`config.mk`:
```
export PLATFORM = sky130hd
export DESIGN_NAME = uart_axil_master
export DESIGN_NICKNAME = d
export VERILOG_FILES = /design/src/rtl/uart_axil_master_pkg.sv /design/src/rtl/axil_master_port.sv /design/src/rtl/uart_axil_master.sv
export SDC_FILE = /design/constraint.sdc
export NUM_CORES = 1
export LEC_CHECK = 0
export BUFFER_PORTS_ARGS = -buffer_cell sky130_fd_sc_hd__buf_2
export CAP_MARGIN = 20
export CORE_ASPECT_RATIO = 0.75
export CORE_UTILIZATION = 50
export CTS_CLUSTER_DIAMETER = 200
export CTS_CLUSTER_SIZE = 24
export DETAILED_ROUTE_END_ITERATION = 10
export GPL_TIMING_DRIVEN = 0
export PLACE_DENSITY = 0.86
export SYNTH_ARGS = -nofsm -noshare
export SYNTH_HDL_FRONTEND = slang
export SYNTH_SLANG_ARGS = --single-unit
```
`constraint.sdc`:
```
create_clock -name clk -period 5.8 [get_ports clk]
set_clock_uncertainty 0.1 [all_clocks]
set_input_delay 0.58 -clock clk [delete_from_list [all_inputs] [get_ports clk]]
set_output_delay 0.58 -clock clk [all_outputs]
set_load 0.005 [all_outputs]
```
`src/rtl/uart_axil_master_pkg.sv`:
```
// Shared constants, state encoding and command payload for the UART-to-AXI-lite debug bridge.
package uart_axil_master_pkg;

    localparam int unsigned WIRE_AW = 32;
    localparam int unsigned DATA_W  = 32;

    localparam logic [7:0] CMD_WRITE = 8'h57;
    localparam logic [7:0] CMD_READ  = 8'h52;
    localparam logic [7:0] RSP_OK    = 8'h4B;
    localparam logic [7:0] RSP_ERR   = 8'h45;
    localparam logic [7:0] RSP_BAD   = 8'h3F;

    localparam logic [1:0] AXI_RESP_OKAY = 2'b00;

    typedef enum logic [2:0] {
        ST_IDLE,
        ST_GET_ADDR,
        ST_GET_DATA,
        ST_AXI_REQ,
        ST_AXI_RESP,
        ST_SEND
    } uart_axil_mst_state_t;

    // One fully parsed command handed to the AXI-lite port
    typedef struct packed {
        logic               write;
        logic [WIRE_AW-1:0] addr;
        logic [DATA_W-1:0]  wdata;
    } axil_cmd_t;

    function automatic logic [7:0] resp_to_byte(input logic [1:0] resp);
        return (resp == AXI_RESP_OKAY) ? RSP_OK : RSP_ERR;
    endfunction

endpackage

```
`src/rtl/axil_master_port.sv`:
```
// Single-transaction AXI-lite initiator: holds AW/W/AR valids until accepted, then captures B or R.
module axil_master_port
    import uart_axil_master_pkg::*;
#(
    parameter int unsigned ADDR_WIDTH = 32
) (
    input  logic                  clk,
    input  logic                  rst,
    input  logic                  start_i,
    input  axil_cmd_t             cmd_i,
    output logic                  req_done_o,
    output logic                  done_o,
    output logic [1:0]            resp_o,
    output logic [DATA_W-1:0]     rdata_o,
    output logic                  awvalid_o,
    input  logic                  awready_i,
    output logic [ADDR_WIDTH-1:0] awaddr_o,
    output logic [2:0]            awprot_o,
    output logic                  wvalid_o,
    input  logic                  wready_i,
    output logic [DATA_W-1:0]     wdata_o,
    output logic [3:0]            wstrb_o,
    input  logic                  bvalid_i,
    output logic                  bready_o,
    input  logic [1:0]            bresp_i,
    output logic                  arvalid_o,
    input  logic                  arready_i,
    output logic [ADDR_WIDTH-1:0] araddr_o,
    output logic [2:0]            arprot_o,
    input  logic                  rvalid_i,
    output logic                  rready_o,
    input  logic [DATA_W-1:0]     rdata_i,
    input  logic [1:0]            rresp_i
);

    axil_cmd_t         cmd_q, cmd_d;
    logic              req_q, req_d;
    logic              awvalid_q, awvalid_d;
    logic              wvalid_q, wvalid_d;
    logic              arvalid_q, arvalid_d;
    logic              bready_q, bready_d;
    logic              rready_q, rready_d;
    logic              req_done_q, req_done_d;
    logic              done_q, done_d;
    logic [1:0]        resp_q, resp_d;
    logic [DATA_W-1:0] rdata_q, rdata_d;

    // Request phase ends only when every raised valid has seen its own handshake
    always_comb begin
        cmd_d      = cmd_q;
        req_d      = req_q;
        awvalid_d  = awvalid_q;
        wvalid_d   = wvalid_q;
        arvalid_d  = arvalid_q;
        bready_d   = bready_q;
        rready_d   = rready_q;
        req_done_d = 1'b0;
        done_d     = 1'b0;
        resp_d     = resp_q;
        rdata_d    = rdata_q;

        if (start_i) begin
            cmd_d     = cmd_i;
            req_d     = 1'b1;
            awvalid_d = cmd_i.write;
            wvalid_d  = cmd_i.write;
            arvalid_d = !cmd_i.write;
        end else if (req_q) begin
            if (awvalid_q && awready_i) awvalid_d = 1'b0;
            if (wvalid_q && wready_i)   wvalid_d  = 1'b0;
            if (arvalid_q && arready_i) arvalid_d = 1'b0;
            if (!awvalid_d && !wvalid_d && !arvalid_d) begin
                req_d      = 1'b0;
                req_done_d = 1'b1;
                bready_d   = cmd_q.write;
                rready_d   = !cmd_q.write;
            end
        end

        if (bready_q && bvalid_i) begin
            bready_d = 1'b0;
            resp_d   = bresp_i;
            done_d   = 1'b1;
        end
        if (rready_q && rvalid_i) begin
            rready_d = 1'b0;
            resp_d   = rresp_i;
            rdata_d  = rdata_i;
            done_d   = 1'b1;
        end
    end

    always_ff @(posedge clk or posedge rst) begin
        if (rst) begin
            cmd_q      <= '0;
            req_q      <= 1'b0;
            awvalid_q  <= 1'b0;
            wvalid_q   <= 1'b0;
            arvalid_q  <= 1'b0;
            bready_q   <= 1'b0;
            rready_q   <= 1'b0;
            req_done_q <= 1'b0;
            done_q     <= 1'b0;
            resp_q     <= 2'b00;
            rdata_q    <= '0;
        end else begin
            cmd_q      <= cmd_d;
            req_q      <= req_d;
            awvalid_q  <= awvalid_d;
            wvalid_q   <= wvalid_d;
            arvalid_q  <= arvalid_d;
            bready_q   <= bready_d;
            rready_q   <= rready_d;
            req_done_q <= req_done_d;
            done_q     <= done_d;
            resp_q     <= resp_d;
            rdata_q    <= rdata_d;
        end
    end

    assign req_done_o = req_done_q;
    assign done_o     = done_q;
    assign resp_o     = resp_q;
    assign rdata_o    = rdata_q;
    assign awvalid_o  = awvalid_q;
    assign awaddr_o   = cmd_q.addr[ADDR_WIDTH-1:0];
    assign awprot_o   = 3'b000;
    assign wvalid_o   = wvalid_q;
    assign wdata_o    = cmd_q.wdata;
    assign wstrb_o    = {4{wvalid_q}};
    assign bready_o   = bready_q;
    assign arvalid_o  = arvalid_q;
    assign araddr_o   = cmd_q.addr[ADDR_WIDTH-1:0];
    assign arprot_o   = 3'b000;
    assign rready_o   = rready_q;

endmodule

```
`src/rtl/uart_axil_master.sv`:
```
// UART byte-stream command parser driving a single-beat AXI-lite initiator port.
// Optional inter-byte timeout enabled by defining UART_AXIL_MST_TIMEOUT_EN.
module uart_axil_master
    import uart_axil_master_pkg::*;
#(
    parameter int unsigned ADDR_WIDTH     = 32,
    parameter int unsigned TIMEOUT_CYCLES = 500000
) (
    input  logic                  clk,
    input  logic                  rst,
    input  logic                  rx_valid_i,
    input  logic [7:0]            rx_data_i,
    output logic                  tx_valid_o,
    output logic [7:0]            tx_data_o,
    input  logic                  tx_ready_i,
    output logic                  awvalid_o,
    input  logic                  awready_i,
    output logic [ADDR_WIDTH-1:0] awaddr_o,
    output logic [2:0]            awprot_o,
    output logic                  wvalid_o,
    input  logic                  wready_i,
    output logic [31:0]           wdata_o,
    output logic [3:0]            wstrb_o,
    input  logic                  bvalid_i,
    output logic                  bready_o,
    input  logic [1:0]            bresp_i,
    output logic                  arvalid_o,
    input  logic                  arready_i,
    output logic [ADDR_WIDTH-1:0] araddr_o,
    output logic [2:0]            arprot_o,
    input  logic                  rvalid_i,
    output logic                  rready_o,
    input  logic [31:0]           rdata_i,
    input  logic [1:0]            rresp_i,
    output logic                  busy_o,
    output logic                  rx_drop_o
);

    uart_axil_mst_state_t state_q, state_d;
    logic [2:0]           cnt_q, cnt_d;
    logic                 wr_q, wr_d;
    logic [WIRE_AW-1:0]   addr_q, addr_d;
    logic [DATA_W-1:0]    data_q, data_d;
    logic                 start_q, start_d;
    logic                 tx_valid_q, tx_valid_d;
    logic [7:0]           tx_data_q, tx_data_d;
    logic                 rx_drop_q, rx_drop_d;
    logic                 busy_q, busy_d;

    logic                 port_req_done;
    logic                 port_done;
    logic [1:0]           port_resp;
    logic [DATA_W-1:0]    port_rdata;
    logic                 tmo_hit_c;
    axil_cmd_t            cmd_c;

    assign cmd_c = '{write: wr_q, addr: addr_q, wdata: data_q};

`ifdef UART_AXIL_MST_TIMEOUT_EN
    localparam int unsigned TMO_W = $clog2(TIMEOUT_CYCLES + 1);

    logic [TMO_W-1:0] tmo_q, tmo_d;
    logic             collecting_c;

    assign collecting_c = (state_q == ST_GET_ADDR) || (state_q == ST_GET_DATA);
    assign tmo_hit_c    = collecting_c && !rx_valid_i && (tmo_q == TMO_W'(TIMEOUT_CYCLES - 1));

    // Idle-gap counter, restarted by every received byte
    always_comb begin
        tmo_d = tmo_q;
        if (!collecting_c || rx_valid_i) tmo_d = '0;
        else                             tmo_d = tmo_q + 1'b1;
    end

    always_ff @(posedge clk or posedge rst) begin
        if (rst) tmo_q <= '0;
        else     tmo_q <= tmo_d;
    end
`else
    logic [31:0] tmo_unused_c;

    assign tmo_unused_c = 32'(TIMEOUT_CYCLES);
    assign tmo_hit_c    = 1'b0;
`endif

    always_comb begin
        state_d    = state_q;
        cnt_d      = cnt_q;
        wr_d       = wr_q;
        addr_d     = addr_q;
        data_d     = data_q;
        start_d    = 1'b0;
        tx_valid_d = tx_valid_q;
        tx_data_d  = tx_data_q;
        rx_drop_d  = 1'b0;

        case (state_q)
            ST_IDLE: begin
                if (rx_valid_i) begin
                    cnt_d = 3'd0;
                    if (rx_data_i == CMD_WRITE) begin
                        wr_d    = 1'b1;
                        state_d = ST_GET_ADDR;
                    end else if (rx_data_i == CMD_READ) begin
                        wr_d    = 1'b0;
                        state_d = ST_GET_ADDR;
                    end else begin
                        tx_valid_d = 1'b1;
                        tx_data_d  = RSP_BAD;
                        state_d    = ST_SEND;
                    end
                end
            end
            ST_GET_ADDR: begin
                if (rx_valid_i) begin
                    addr_d = {addr_q[23:0], rx_data_i};
                    if (cnt_q == 3'd3) begin
                        cnt_d   = 3'd0;
                        state_d = wr_q ? ST_GET_DATA : ST_AXI_REQ;
                        start_d = !wr_q;
                    end else begin
                        cnt_d = cnt_q + 3'd1;
                    end
                end
            end
            ST_GET_DATA: begin
                if (rx_valid_i) begin
                    data_d = {data_q[23:0], rx_data_i};
                    if (cnt_q == 3'd3) begin
                        cnt_d   = 3'd0;
                        state_d = ST_AXI_REQ;
                        start_d = 1'b1;
                    end else begin
                        cnt_d = cnt_q + 3'd1;
                    end
                end
            end
            ST_AXI_REQ: begin
                rx_drop_d = rx_valid_i;
                if (port_req_done) state_d = ST_AXI_RESP;
            end
            ST_AXI_RESP: begin
                rx_drop_d = rx_valid_i;
                // Status byte goes out first; read data is queued behind it MSB first
                if (port_done) begin
                    tx_valid_d = 1'b1;
                    tx_data_d  = resp_to_byte(port_resp);
                    data_d     = port_rdata;
                    cnt_d      = wr_q ? 3'd0 : 3'd4;
                    state_d    = ST_SEND;
                end
            end
            ST_SEND: begin
                rx_drop_d = rx_valid_i;
                if (tx_valid_q && tx_ready_i) begin
                    if (cnt_q == 3'd0) begin
                        tx_valid_d = 1'b0;
                        state_d    = ST_IDLE;
                    end else begin
                        cnt_d     = cnt_q - 3'd1;
                        tx_data_d = data_q[31:24];
                        data_d    = {data_q[23:0], 8'h00};
                    end
                end
            end
            default: state_d = ST_IDLE;
        endcase

        if (tmo_hit_c) begin
            state_d = ST_IDLE;
            cnt_d   = 3'd0;
        end

        busy_d = (state_d != ST_IDLE);
    end

    always_ff @(posedge clk or posedge rst) begin
        if (rst) begin
            state_q    <= ST_IDLE;
            cnt_q      <= 3'd0;
            wr_q       <= 1'b0;
            addr_q     <= '0;
            data_q     <= '0;
            start_q    <= 1'b0;
            tx_valid_q <= 1'b0;
            tx_data_q  <= 8'h00;
            rx_drop_q  <= 1'b0;
            busy_q     <= 1'b0;
        end else begin
            state_q    <= state_d;
            cnt_q      <= cnt_d;
            wr_q       <= wr_d;
            addr_q     <= addr_d;
            data_q     <= data_d;
            start_q    <= start_d;
            tx_valid_q <= tx_valid_d;
            tx_data_q  <= tx_data_d;
            rx_drop_q  <= rx_drop_d;
            busy_q     <= busy_d;
        end
    end

    axil_master_port #(
        .ADDR_WIDTH(ADDR_WIDTH)
    ) u_port (
        .clk        (clk),
        .rst        (rst),
        .start_i    (start_q),
        .cmd_i      (cmd_c),
        .req_done_o (port_req_done),
        .done_o     (port_done),
        .resp_o     (port_resp),
        .rdata_o    (port_rdata),
        .awvalid_o  (awvalid_o),
        .awready_i  (awready_i),
        .awaddr_o   (awaddr_o),
        .awprot_o   (awprot_o),
        .wvalid_o   (wvalid_o),
        .wready_i   (wready_i),
        .wdata_o    (wdata_o),
        .wstrb_o    (wstrb_o),
        .bvalid_i   (bvalid_i),
        .bready_o   (bready_o),
        .bresp_i    (bresp_i),
        .arvalid_o  (arvalid_o),
        .arready_i  (arready_i),
        .araddr_o   (araddr_o),
        .arprot_o   (arprot_o),
        .rvalid_i   (rvalid_i),
        .rready_o   (rready_o),
        .rdata_i    (rdata_i),
        .rresp_i    (rresp_i)
    );

    assign tx_valid_o = tx_valid_q;
    assign tx_data_o  = tx_data_q;
    assign rx_drop_o  = rx_drop_q;
    assign busy_o     = busy_q;

endmodule

```
==> impl_results.md, run 1 <==
* CTS resizes at 0
* Die width at 154.5 um
* Cells after DPL at 1045
* FILL cells at 1318
* Synth top area cells: dfrtp_1 (54%), mux2_2 (23%), buf_4 (9.2%)
* Post-synth EDFFs at 0
* Stages on worst setup path at 7
* Async S/R FF share, synth at 100.0%
* Clock Tree Buf Depth at 2
* Syn. warnings at 0
* Critical path's top delay family: buffers and inverters
* Area Growth Syn to Fin at 21.18%
* Cell Pwr Density at 416.4 nW/um^2
* Post-synthesis cell area at 8726 sq um
* Worst hold path type: in2async
* Initial Util at 51.54%
* Slew Viols, Final at 0
* Iter 0 DRT Violations at 243
* Syn Inst Count at 652
* CTS clk-pin slew, worst paths at 0.07 ns
* Syn Area/Cell at 13.38 sq um
* Pin count of the biggest net entering global routing at 44
* Crit path DAT at 2.58 ns
* Yosys top cell by area: dfrtp_1
* GP Congestion at 0.8826
* Max_cap viols at 0
* Clk sinks at 190
* Static Leak at 5.718 nW
* Ys flop type: dfrtp_1
* Worst Max-Slew Pin Slew at 0.8652 ns
* Rel. slew slack at 42.20%
* Fin cells at 1077
* Core area at 16930 sq um
* Setup crit start kind: flop
* R2R depth at 7
* DRT Wirelength at 18.24 mm
* Detailed placement HPWL at 13.46 mm
* Synth Register Bits at 190
* WL per Instance at 16.94 um
* CP max FO at 10
* Tot GR Track Use at 21.76%
* Register Area at 4755 sq um
* Clock Latency Late Sink at 0.42 ns
* RSZ-0062 raised after global routing: false
* Final hold vios at 0
* Share of cells above drive strength 1 at 59.28%
* Final net count at 905
* IO Count at 175
* Top cell type's share of synthesized area at 54.49%
* First-pass GRT wire length at 29.41 mm
* GR Overflow Total at 0
* Synth cell count leaders: dfrtp_1 (190), mux2_2 (180), buf_4 (107), inv_1 (18), nand2_1 (18)
* # diodes at 0
* Final TNS setup at 0 ns
* H-Tree Depth at 4
* Peak Freq at 421.9 MHz
* Setup violations, final at 0
* Worst VDD drop at 0.2242 mV
* Worst Setup End Kind: flop
* Antenna Nets Post-Route at 0
* Root Driver: clkbuf_16
* Cell Chain, Critical Path: inv_1 > ha_1 > nor2b_1 > nor2_1 > a21oi_1 > buf_2 > mux2_2
* Vias at 5454
* Hold_buf cts at 0
* PortBufs at 168
* Top-count cell post-synth: dfrtp_1
* Area of the multi-input gates at 2973 sq um
* Num rows at 41
* Pre-Repair DR Iteration Count at 4
* CP peak stage delay at 0.44 ns
* Outcome: completed
* CP max stage cell: a21oi_1
* Synth cell types at 48
* Die height at 116.4 um
* DRC Markers at 0
* Avg Vias per Cell at 5.064
* Full die area at 17990 sq um
* CTS tree: built
* Register area share after synthesis at 54.49%
* Setup bufs post-CTS at 0
* Tcrit/Tclk final at 40.86%
* Initial antenna violation count at 0
* Min Tclk post-route at 2.370 ns
* WP buf/inv at 2
* Vias in the first global route at 5534
* CP required at 6.01 ns
* CTS Buf Count at 17
* Crit path kind: reg2reg
* FF-to-FF setup slack at 3.43 ns
## routing by layer
metal | part of all wire (%) | global-route usage (%)
met1 | 48 | 30.64
met2 | 46 | 34.24
met3 | 4.8 | 4.935
met4 | 0.88 | 6.007
met5 | 0 | 0
## where the power goes
group	internal (mW)	total, mW	switching, mW
clock network	0.732	1.23	0.501
logic	0.698	1.26	0.565
registers	1.67	1.91	0.235
## through the flow
step / setup slack, ns / util, % / hold slack, ns / area [sq um] / power [mW]
after floorplan: 2.672 / - / 0.3733 / 8748 / 2.790
after global placement: 1.562 / 58.23 / 0.3820 / 9858 / 3.109
after detailed placement: 3.458 / 58.75 / 0.3899 / 9946 / 3.185
after global routing: 3.219 / 62.46 / 0.2286 / 10570 / 4.648
final: 3.430 / 62.46 / 0.2196 / 10570 / 4.403
after CTS: 3.401 / 62.46 / 0.2192 / 10570 / 4.435
## layout make-up
cell class / count / share of cell area [%]
inverter: 18 / 0.6745
multi-input combinational: 316 / 28.11
clock inverter: 10 / 1.361
clock buffer: 22 / 4.579
buffer: 133 / 8.981
timing repair buffer: 173 / 8.780
tap: 215 / 2.544
sequential: 190 / 44.97
## cells by family after synthesis
| family | synth area share (%) |
|---|---|
| other | 0.04298 |
| xor gates and xnor gates | 0.1004 |
| AOI/OAI and AO/OA | 3.843 |
| buffers and inverters | 11.66 |
| and+or+nand+nor | 3.685 |
| adders and majority gates | 0.4302 |
| DFF | 54.49 |
| muxes | 25.75 |
## layout by cell type, fill, tap and decap left out, types with 8 or more instances in the layout
cell | netlist | routed
a21oi_1 | 8 | 8
a22o_1 | 8 | 8
buf_2 | 9 | 177
buf_4 | 107 | 108
clkbuf_1 | 12 | 13
clkbuf_16 | 0 | 17
dfrtp_1 | 190 | 190
inv_1 | 18 | 17
mux2_2 | 180 | 180
mux2i_1 | 16 | 16
nand2_1 | 18 | 18
nor2_1 | 13 | 13
o21ai_0 | 8 | 8
## registers in the layout, indices dropped and copies added (netlist names)
name	cells
addr_q	32
busy_o	1
cnt_q	3
data_q	32
rx_drop_o	1
start_q	1
state_q	3
tx_data_o	8
tx_valid_o	1
u_port.araddr_o	32
u_port.arvalid_o	1
u_port.awvalid_o	1
u_port.bready_o	1
u_port.cmd_q	1
u_port.done_o	1
u_port.rdata_o	32
u_port.req_done_o	1
u_port.req_q	1
u_port.resp_o	2
u_port.rready_o	1
u_port.wdata_o	32
u_port.wvalid_o	1
wr_q	1
## final timing paths
check	from	end
setup / recovery	cnt_q[0]	data_q[19]
hold / removal	rst	u_port.wdata_o[24]
min in group clk	bvalid_i	u_port.bready_o
hold reg to reg	addr_q[24]	u_port.araddr_o[24]
max in group asynchronous	rst	u_port.rdata_o[6]
setup reg to reg	cnt_q[0]	data_q[19]
## worst register-to-register path: cells and delay by family, from the launching register on
family          cells  cell delay, ns
buf+inv             2            0.46
flops               1            0.41
mux                 1            0.38
compound gates      1            0.44
fa+ha+maj           1            0.18
simple gates        2            0.29
No activity file was read; power rests on OpenSTA's default activity.
==> inputs of run 2 (changes only) <==
clock period = 2 ns   (was 5.8 ns; I/O delays follow)
==> run 2 against run 1 <==
Effect of this change: global-route usage is 1.6 points higher; design area is 7.9% higher; sequential share of layout area is 3.3 points lower; largest power group unchanged; highest routed layer unchanged.
==> impl_results.md, run 2 (synthesis results as in run 1) <==
* Pre-Repair DR Iteration Count at 4 (unchanged)
* Avg Vias per Cell at 5.111 (+0.93%)
* First-pass GRT wire length at 31.55 mm (+7.2%)
* R2R depth at 6 (-1)
* Core area at 16930 sq um (unchanged)
* CP max FO at 10 (unchanged)
* Clk sinks at 190 (unchanged)
* RSZ-0062 raised after global routing: true
* Power Total at 13.48 mW (+210%)
* Tcrit/Tclk final at 99.93% (+59 points)
* Vias at 5842 (+7.1%)
* DRC Markers at 0 (unchanged)
* Worst hold path type: in2reg
* DP Worst Slack at -0.3386 ns (-3.796 ns)
* Max_cap viols at 0 (unchanged)
* Worst Max-Slew Pin Slew at 0.8278 ns (-0.03743 ns)
* GP Congestion at 0.8826 (unchanged)
* IO Count at 175 (unchanged)
* CTS tree: built
* Clock Tree Buf Depth at 2 (unchanged)
* Area Growth Syn to Fin at 30.70%
* Cell Pwr Density at 1182 nW/um^2 (+180%)
* Detailed placement HPWL at 13.46 mm (unchanged)
* Min Tclk post-route at 1.999 ns (-0.3716 ns)
* Reg2reg start: state_q[0]
* Share of cells above drive strength 1 at 59.27% (about the same)
* Pin count of the biggest net entering global routing at 44 (unchanged)
* Crit path DAT at 2.18 ns (-0.40 ns)
* CTS clk-pin slew, worst paths at 0.07 ns (about the same)
* Root Driver: clkbuf_16
* CTS Buf Count at 17 (unchanged)
* Rel. slew slack at 44.51% (+2.3 points)
* Initial Util at 51.54% (unchanged)
* Crit path to: data_q[26]
* Critical Path Start: state_q[0]
* Worst Setup End Kind: flop
* WL per Instance at 17.59 um (+3.9%)
* Final TNS setup at 0 ns (unchanged)
* Iter 0 DRT Violations at 311 (+28%)
* Full die area at 17990 sq um (unchanged)
* Worst VDD drop at 0.6687 mV (+200%)
* Clock Latency Late Sink at 0.42 ns (about the same)
* Antenna Nets Post-Route at 0 (unchanged)
* Crit path kind: reg2reg
* Final hold slack at 0.03303 ns (-0.1865 ns)
* CP required at 2.18 ns (-3.83 ns)
* Most common cell after layout, fill and taps aside: dfrtp_1
* Layout Utilization at 67.37% (+4.9 points)
* DRT Wirelength at 20.11 mm (+10%)
* PortBufs at 168 (unchanged)
* Die height at 116.4 um (unchanged)
* Initial antenna violation count at 0 (unchanged)
* Setup crit start kind: flop
* Reg2reg end: data_q[26]
* Final hold vios at 0 (unchanged)
* Peak Freq at 500.4 MHz (+19%)
* Final net count at 971 (+7.3%)
* H-Tree Depth at 4 (unchanged)
* Static Leak at 6.068 nW (+6.1%)
* Most frequent cells in the layout: dfrtp_1 (188), mux2_2 (180), buf_2 (173)
* FF-to-FF setup slack at 0.001 ns (-3.43 ns)
* Die width at 154.5 um (unchanged)
* Tot GR Track Use at 23.37% (+1.6 points)
* FILL cells at 1208 (-8.3%)
* Outcome: completed
* # diodes at 0 (unchanged)
* Final worst setup slack at 0.001492 ns (-3.428 ns)
* Setup violations, final at 0 (unchanged)
* GR Overflow Total at 0 (unchanged)
* Vias in the first global route at 5986 (+8.2%)
* Slew Viols, Final at 0 (unchanged)
* Num rows at 41 (unchanged)
==> run 2: cell count changes in the layout (fill, tap and decap cells not counted), sizes merged <==
cell | before | now
buf | 294 | 308
clkinvlp | 1 | 2
dlygate4sd3 | 0 | 51
==> run 2: critical path, cell delays in order (launching register included) <==
cell,delay (ns)
dfrtp_1,0.37
buf_6,0.14
or3b_4,0.40
buf_8,0.15
buf_12,0.15
mux2i_1,0.39
mux2i_1,0.15
==> run 2: power by group <==
part / switching [mW] / internal, mW / total [mW]
sequential: 0.714 / 4.85 / 5.57
combinational: 1.87 / 2.45 / 4.33
clock: 1.46 / 2.12 / 3.59
==> run 2: per-stage QoR <==
step,cells,cell area [sq um]
after floorplan,657,8748
after global placement,1040,9858
after detailed placement,1045,9946
after CTS,1134,11250
after global routing,1143,11400
final,1143,11400
==> run 2: worst min-delay path by stage <==
stage | startpoint | end | slack (ns) | depth (start not counted)
2_1_floorplan | bvalid_i | u_port.bready_o | 0.19 | 1
3_3_place_gp | bvalid_i | u_port.bready_o | 0.29 | 2
3_5_place_dp | bvalid_i | u_port.bready_o | 0.29 | 2
4_1_cts | tx_ready_i | tx_valid_o | 0.02 | 3
5_1_grt | tx_ready_i | tx_valid_o | 0.04 | 3
6_report | tx_ready_i | tx_valid_o | 0.03 | 3
==> run 2: what timing repair did <==
action / CTS / global route
cloned: 1 / 2
setup buffers: 5 / 7
endpoints found under the hold margin: 84 / 0
pin swaps: 2 / 6
endpoints found under the setup margin: 76 / 113
hold buffers: 51 / 0
gates resized for setup: 22 / 29
==> run 2: layer usage <==
| layer | wire length [um] | GRT usage [%] |
|---|---|---|
| met1 | 9380 | 31.73 |
| met2 | 9603 | 37.83 |
| met3 | 818 | 4.787 |
| met4 | 307 | 8.251 |
| met5 | 0 | 0 |
==> run 2: final cells by class <==
class	count	area (sq um)	share of cell area, %
clock inverter	10	143.9	1.262
tap	215	269.0	2.359
timing repair buffer	238	1583	13.88
inverter	18	71.32	0.6253
clock buffer	22	484.2	4.246
sequential	190	4757	41.71
timing repair inverter	1	5.005	0.04388
buffer	133	999.7	8.766
multi-input combinational	316	3092	27.11
==> inputs of run 3 (changes only) <==
CORE_ASPECT_RATIO = 1.4   (was 0.75)
MAX_ROUTING_LAYER = met4   (was unset)
==> run 3 against run 2 <==
Effect of this change: hold slack got worse by 0.0078 ns; critical path depth increased by 1; combinational power decreased by 7.6%; sequential cell count unchanged; core utilization decreased by 0.50 points; critical path type unchanged; via count decreased by 1.1%; non-clock buffer count decreased by 8; die area about the same.
==> impl_results.md, run 3 (synthesis results as in run 1) <==
* Detailed placement HPWL at 13.54 mm (+0.59%)
* CP required at 2.25 ns (+0.07 ns)
* Setup crit start kind: flop
* Final hold vios at 0 (unchanged)
* Die height at 158.3 um (+36%)
* Worst Setup End Kind: flop
* H-Tree Depth at 4 (unchanged)
* Slew Viols, Final at 0 (unchanged)
* # diodes at 0 (unchanged)
* Peak Freq at 511.6 MHz (+2.2%)
* Initial Util at 51.67% (+0.13 points)
* Cells after DPL at 1063 (+1.7%)
* Tcrit/Tclk final at 97.74% (-2.2 points)
* First-pass GRT wire length at 30.82 mm (-2.3%)
* Hold_sp: tx_ready_i
* Core area at 16890 sq um (-0.25%)
* WL per Instance at 16.97 um (-3.6%)
* Antenna Nets Post-Route at 0 (unchanged)
* Pre-Repair DR Iteration Count at 4 (unchanged)
* Register Area at 4755 sq um (about the same)
* Clk sinks at 190 (unchanged)
* Crit path DAT at 2.20 ns (+0.02 ns)
* GR Overflow Total at 0 (unchanged)
* Die width at 113.7 um (-26%)
* IO Count at 175 (unchanged)
* Max_cap viols at 0 (unchanged)
* Min Tclk post-route at 1.955 ns (-0.04370 ns)
* Initial antenna violation count at 0 (unchanged)
* GP Congestion at 0.8561 (-3.0%)
* CTS Buf Count at 17 (unchanged)
* CP max FO at 10 (unchanged)
* Iter 0 DRT Violations at 309 (-0.64%)
* Area Growth Syn to Fin at 29.41%
* Cell Pwr Density at 1152 nW/um^2 (-2.5%)
* Fin cells at 1151 (+0.70%)
* Root Driver: clkbuf_16
* R2R depth at 7 (+1)
* PortBufs at 168 (unchanged)
* Placed instance area at 9985 sq um (+0.39%)
* Clock Latency Late Sink at 0.43 ns (about the same)
* Tot GR Track Use at 23.46% (+0.091 points)
* Outcome: completed
* Vias at 5776 (-1.1%)
* Crit path kind: reg2reg
* Hold Path Stages at 3 (unchanged)
* Final hold slack at 0.02524 ns (-0.007794 ns)
* FILL cells at 1197 (-0.91%)
* Worst Max-Slew Pin Slew at 0.6630 ns (-0.1648 ns)
* Most frequent cells in the layout: dfrtp_1 (190), mux2_2 (180), buf_2 (172)
* Most common cell after layout, fill and taps aside: dfrtp_1
* Pin count of the biggest net entering global routing at 36 (-18%)
* Clock Tree Buf Depth at 2 (unchanged)
* Avg Vias per Cell at 5.018 (-1.8%)
* Worst hold path type: in2reg
* DRC Markers at 0 (unchanged)
* Worst VDD drop at 0.5885 mV (-12%)
* CTS clk-pin slew, worst paths at 0.07 ns (about the same)
* CTS tree: built
* Reg2reg start: state_q[2]
* DRT Wirelength at 19.53 mm (-2.9%)
* Full die area at 17990 sq um (about the same)
* Final instance area at 11290 sq um (-0.99%)
* Setup violations, final at 0 (unchanged)
* Critical Path Start: state_q[2]
* Vias in the first global route at 5863 (-2.1%)
* Rel. slew slack at 55.71% (+11 points)
* Final net count at 962 (-0.93%)
* Static Leak at 6.006 nW (-1.0%)
* Share of cells above drive strength 1 at 58.76% (-0.51 points)
* Num rows at 56 (+37%)
* Area of the multi-input gates at 3075 sq um (-0.53%)
run 3: through the flow:
step / power (mW) / utilization [%] / TNS [ns] / worst slack, ns
2_1_floorplan: 8.092 / - / -142.21 / -0.7485
5_1_grt: 13.67 / 66.87 / -0.2440 / -0.04287
6_report: 13.01 / 66.87 / 0 / 0.04519
4_1_cts: 12.88 / 66.20 / 0 / 0.003091
3_3_place_gp: 9.011 / 58.51 / -361.88 / -1.843
3_5_place_dp: 9.214 / 59.13 / -16.35 / -0.2931
run 3: cell type report:
class / instances / share of cell area, %
Sequential cell: 190 / 42.11
Multi-Input combinational cell: 316 / 27.24
Timing Repair Buffer: 231 / 13.35
Buffer: 132 / 8.753
Clock buffer: 18 / 3.801
Tap cell: 232 / 2.571
Clock inverter: 14 / 1.551
Inverter: 18 / 0.6316
run 3: critical path, stage by stage (launching register included):
cell	delay, ns
dfrtp_1	0.37
buf_4	0.17
buf_6	0.15
nor4b_4	0.34
o21bai_4	0.20
o221a_4	0.20
buf_8	0.14
mux2i_1	0.20
run 3: worst paths after layout:
kind / end / slack, ns
setup / recovery: tx_data_o[4] / 0.05
hold / removal: tx_valid_o / 0.03
setup reg to reg: tx_data_o[4] / 0.05
hold reg to reg: u_port.rdata_o[12] / 0.41
max in group asynchronous: u_port.wdata_o[25] / 0.35
min in group asynchronous: u_port.rdata_o[10] / 0.35
run 3: timing repair:
action / CTS / global route
setup endpoints to repair: 83 / 80
pin swaps: 2 / 6
gates cloned: 0 / 0
setup buffers: 3 / 2
hold buffers: 52 / 0
hold endpoints to repair: 76 / 0
resized for setup: 16 / 34
run 3: layer usage:
metal	part of all wire, %	GRT usage [%]	routed length, um
met5	0	-	0
met4	2.8	10.15	549
met3	3.2	3.883	623
met2	55	41.78	10650
met1	39	25.90	7710
run 3: power by group:
group	switching, mW	total (mW)	internal (mW)
Combinational	1.73	4.00	2.26
Clock	1.57	3.46	1.90
Sequential	0.708	5.55	4.85
Total	4.00	13.0	9.01
